==> config.mk <==
export PLATFORM = sky130hd
export DESIGN_NAME = chu_edge_capture_core
export DESIGN_NICKNAME = d
export VERILOG_FILES = /design/src/rtl/chu_edge_capture_core.sv
export SDC_FILE = /design/constraint.sdc
export NUM_CORES = 1
export LEC_CHECK = 0
export ABC_AREA = 1
export CAP_MARGIN = 10
export CORE_MARGIN = 5
export CORE_UTILIZATION = 55
export DETAILED_ROUTE_END_ITERATION = 10
export PLACE_DENSITY = 0.75
export SYNTH_ARGS = -nofsm -noshare
export SYNTH_HDL_FRONTEND = slang
export SYNTH_SLANG_ARGS = --single-unit
==> constraint.sdc <==
create_clock -name clk -period 3.3 [get_ports clk]
set_input_delay 0.33 -clock clk [delete_from_list [all_inputs] [get_ports clk]]
set_output_delay 0.33 -clock clk [all_outputs]
set_load 0.1 [all_outputs]
==> src/rtl/chu_edge_capture_core.sv <==
`default_nettype none
// ============================================================================
// chu_edge_capture_core - timestamps cap_in edges into a FIFO (MMIO slot 4)
// Revision 1.0
// ============================================================================
module chu_edge_capture_core #(
  parameter int FIFO_DEPTH_BIT = 4
) (
  input  logic        clk,
  input  logic        reset,
  input  logic        cs,
  input  logic        read,
  input  logic        write,
  input  logic [4:0]  addr,
  input  logic [31:0] wr_data,
  output logic [31:0] rd_data,
  input  logic        cap_in
);

  localparam int DEPTH = 1 << FIFO_DEPTH_BIT;
  localparam logic [FIFO_DEPTH_BIT:0]   FULL_COUNT = {1'b1, {FIFO_DEPTH_BIT{1'b0}}};
  localparam logic [FIFO_DEPTH_BIT:0]   CNT_ONE    = {{FIFO_DEPTH_BIT{1'b0}}, 1'b1};
  localparam logic [FIFO_DEPTH_BIT-1:0] PTR_ONE    = {{(FIFO_DEPTH_BIT-1){1'b0}}, 1'b1};

  logic                      s1, s2, s3;
  logic [30:0]               tick;
  logic [2:0]                ctrl;
  logic [31:0]               mem [DEPTH];
  logic [FIFO_DEPTH_BIT-1:0] wr_ptr, rd_ptr;
  logic [FIFO_DEPTH_BIT:0]   count;
  logic                      overflow;

  logic wr_en, ctrl_wr, pop_req, clr;
  logic en, rise_en, fall_en;
  logic rise, fall, push_req;
  logic full, empty, do_pop, do_push;
  logic unused_ok;

  assign wr_en   = cs & write;
  assign ctrl_wr = wr_en && (addr == 5'd2);
  assign pop_req = wr_en && (addr == 5'd3);
  assign clr     = wr_en && (addr == 5'd4);

  assign en      = ctrl[0];
  assign rise_en = ctrl[1];
  assign fall_en = ctrl[2];

  assign rise     = s2 & ~s3;
  assign fall     = ~s2 & s3;
  assign push_req = en & ((rise & rise_en) | (fall & fall_en));

  assign full  = (count == FULL_COUNT);
  assign empty = (count == '0);

  // A pop in the same cycle frees a slot, so a push into a full FIFO still lands.
  assign do_pop  = pop_req & ~empty;
  assign do_push = push_req & (~full | do_pop);

  // Reads have no side effects and only the low ctrl bits are stored.
  assign unused_ok = ^{read, wr_data[31:3]};

  always_ff @(posedge clk) begin
    if (reset) begin
      s1       <= 1'b0;
      s2       <= 1'b0;
      s3       <= 1'b0;
      tick     <= '0;
      ctrl     <= '0;
      wr_ptr   <= '0;
      rd_ptr   <= '0;
      count    <= '0;
      overflow <= 1'b0;
    end else begin
      s1 <= cap_in;
      s2 <= s1;
      s3 <= s2;
      if (ctrl_wr)
        ctrl <= wr_data[2:0];
      if (clr) begin
        tick     <= '0;
        wr_ptr   <= '0;
        rd_ptr   <= '0;
        count    <= '0;
        overflow <= 1'b0;
      end else begin
        if (en)
          tick <= tick + 31'd1;
        if (do_push)
          wr_ptr <= wr_ptr + PTR_ONE;
        if (do_pop)
          rd_ptr <= rd_ptr + PTR_ONE;
        if (do_push && !do_pop)
          count <= count + CNT_ONE;
        else if (do_pop && !do_push)
          count <= count - CNT_ONE;
        if (push_req && !do_push)
          overflow <= 1'b1;
      end
    end
  end

  // Storage needs no reset: the head is masked to 0 whenever the FIFO is empty.
  always_ff @(posedge clk) begin
    if (do_push && !clr && !reset)
      mem[wr_ptr] <= {rise, tick};
  end

  always_comb begin
    rd_data = '0;
    case (addr)
      5'd0: begin
        rd_data[0]                  = empty;
        rd_data[1]                  = full;
        rd_data[FIFO_DEPTH_BIT+2:2] = count;
        rd_data[FIFO_DEPTH_BIT+3]   = overflow;
      end
      5'd1:    rd_data = empty ? 32'd0 : mem[rd_ptr];
      5'd2:    rd_data = {29'd0, ctrl};
      5'd5:    rd_data = {1'b0, tick};
      default: rd_data = '0;
    endcase
  end

endmodule
`default_nettype wire

==> out/qor.yml <==
setup_ws_ps: 160
path_clk_slew_ps: 60
wl_mm: 61.5
drt-vias-per-instance: 6.02
fmax_ghz: 0.318
grt_pass1_vias: 16454
rrSetupSlack_ps: 810
reg2reg_from: "s2$_SDFF_PP0_"
crit_fanout: 58
cts_setup_buffers: 0
root_buffer: "clkbuf_16"
setup_viol: 0
n_fill_cell: 3097
end_kind: "output port"
dieArea_um2: 47200
period_minus_slack_ps: 3140
cp-start-kind: "flop"
multi_input_area_um2: 6300
drtIter0Drc: 2228
grt_start_max_net_pins: 81
p_total_mw: 13.7
cts_tree: "built"
critPathKind: "reg2out"
ys_types: 39
fin_hold_ws_ps: 251
min-delay-path-class: "in2reg"
gp_congestion: 0.890
use_met3_pct: 4.06
synth-seq-area-share_pct: 69.7
status: "completed"
min_path_cells: 3
cp.required_ps: 2970
initial_core_util_pct: 55.2
rsz0062_at_grt: "false"
fin_crit_sh_pct: 95.2
powerDensity_nw_per_um2: 509
slew_headroom_pct: 34.9
syn_nets: 2177
path_cells: "buf_12, buf_4, nand2_1, nand3_1, nand3_1, nand3_1, nand3_1, o21ai_0, buf_12"
endpoint: "rd_data[9]"
vdd_drop_max_v: 0.000550
fin_util_pct: 63.0
cts.htree.levels: 2
grt_use_met1_pct: 35.9
io_buffers: 44
drv_slew: 0
ys_seq_elements: 567
detail_route.wl_per_cell_um: 22.2
cpMostUsedCell: "nand3_1"
cpMaxStageDelayCell: "dfxtp_4"
dp_cells: 2669
syn_avg_cell_area_um2: 11.1
worst_pin_slew_ps: 976
synth_warnings: 0
die_w_um: 217
antenna_cells: 0
max_stage_delay_ps: 450
maxCapViolations: 0
p_leak_nw: 9.75
cts_sinks: 567
ios: 75
cts.path.max_buffers: 3
netlist_instances: 2122
gr-total-overflow: 0
timing.rr.end: "count[3]$_SDFFE_PP0P_"
busiest_layer: "met2"
grt_util_met2_pct: 41.4
rr_worst_depth: 14
final_area_um2: 27000
grt_usage_pct: 26.0
row_count: 76
num_vias: 16678
coreArea_um2: 42800
drc: 0
dp_hpwl_mm: 34.9
firstDrtPassIters: 8
mostFrequentLayoutCell: "nand2_1"
placed_cell_area_um2: 25300
grt_pass1_wl_mm: 94.8
antenna_left: 0
dp_slack_ps: 332
drive_gt1_share_pct: 10.5
antenna_found_initial: 0
worstSkewPairLatency_ps: 610
synth.cell_area_um2: 23600
seq_area_um2: 16500
layout_common_cells: "569 x nand2_1, 512 x edfxtp_1, 487 x nand3_1"
chipHeight_um: 217
crit_arrival_ps: 2810
finClkSkew_ps: 21.3
final_cell_count_no_fill: 2771
fin_nets: 2236
syn_to_final_growth_pct: 14.2
final_hold_viol_count: 0
tns_ps: 0
cts_inserted_buffers: 56
-- final cells by class --
type / instances / share of cell area [%]
flip-flops and latches: 567 / 61.1
well taps: 546 / 2.53
clock inverters: 24 / 0.668
multi-input cells: 1356 / 23.4
repair buffers: 117 / 5.55
clock buffers: 78 / 5.58
inverters: 83 / 1.20
-- worst min-delay path by stage --
stage                  startpoint       endpoint  slack (ps)
finish                     cap_in  s1$_SDFF_PP0_         250
global route               cap_in  s1$_SDFF_PP0_         260
global placement    s1$_SDFF_PP0_  s2$_SDFF_PP0_         390
floorplan           s1$_SDFF_PP0_  s2$_SDFF_PP0_         390
detailed placement  s1$_SDFF_PP0_  s2$_SDFF_PP0_         400
CTS                        cap_in  s1$_SDFF_PP0_         220
-- per-layer routing --
| layer | vias to the layer above | share of wire, % | wire length [µm] |
|---|---|---|---|
| met5 | - | 0 | 0 |
| met4 | 0 | 4.3 | 2630 |
| met3 | 181 | 9.9 | 6110 |
| met2 | 959 | 47 | 29100 |
| met1 | 7994 | 38 | 23600 |
| li1 | 7544 | - | - |
-- worst max-delay path, delay by kind of cell, from the launching register on --
family / cells / cell delay (ps)
AND/OR/NAND/NOR: 5 / 500
AO/OA/AOI/OAI: 1 / 250
flip-flops: 1 / 450
buffers and inverters: 3 / 940
-- cell families (layout without fill, tap and decap cells) --
| logic type | count (synthesis) | count (layout) | share of synthesized area (%) |
|---|---|---|---|
| AND/OR/NAND/NOR | 1229 | 1229 | 22.7 |
| flip-flops | 567 | 567 | 69.7 |
| buffers and inverters | 199 | 302 | 4.11 |
| AO/OA/AOI/OAI | 105 | 105 | 2.37 |
| adder cells (fa/ha/maj) | 12 | 12 | 0.667 |
| XOR/XNOR | 10 | 10 | 0.371 |
-- cells in the mapped netlist --
master	number	area share [%]
buf_4	18	0.57
nand3_2	1	0.042
buf_2	58	1.2
inv_2	5	0.079
fa_1	1	0.085
a211oi_1	1	0.032
dfxtp_1	55	4.7
inv_1	75	1.2
a21oi_2	1	0.037
o22ai_1	5	0.13
clkbuf_2	1	0.021
nand2_1	569	9.0
nand4_1	15	0.40
ha_1	11	0.58
nand3_1	487	10
xnor2_1	2	0.074
buf_6	10	0.48
o21a_1	1	0.032
buf_1	7	0.11
o21ai_0	51	1.1
nor2_1	118	1.9
nor2_2	8	0.21
a21o_1	1	0.032
nor3_2	2	0.085
a21oi_1	33	0.70
nor4_1	1	0.026
edfxtp_1	512	65
and3b_1	1	0.037
inv_4	3	0.079
xor2_1	8	0.30
or2_2	2	0.053
a21boi_1	1	0.032
clkbuf_1	22	0.35
o211ai_1	5	0.16
o21bai_1	1	0.032
nor2_4	3	0.14
o21ai_1	5	0.11
nor3_1	12	0.25
nand2_2	10	0.26
-- registers in the layout, summed over array words and instances, names as in the netlist, named ones only --
signal	cells
ctrl	3
wr_ptr	4
mem	512
count	5
s3	1
rd_ptr	4
tick	31
overflow	1
s1	1
s2	1
-- repair_timing --
action                                  4_1_cts  5_1_grt
resized for setup                             0        1
endpoints found under the setup margin        0        2
hold buffers                                  0        0
-- report_power, final --
part	switching [mW]	internal (mW)
sequential	0.000977	7.71
clock	2.62	3.33
combinational	0.0387	0.0231
total	2.66	11.1
No activity file was read; power rests on OpenSTA's default activity.
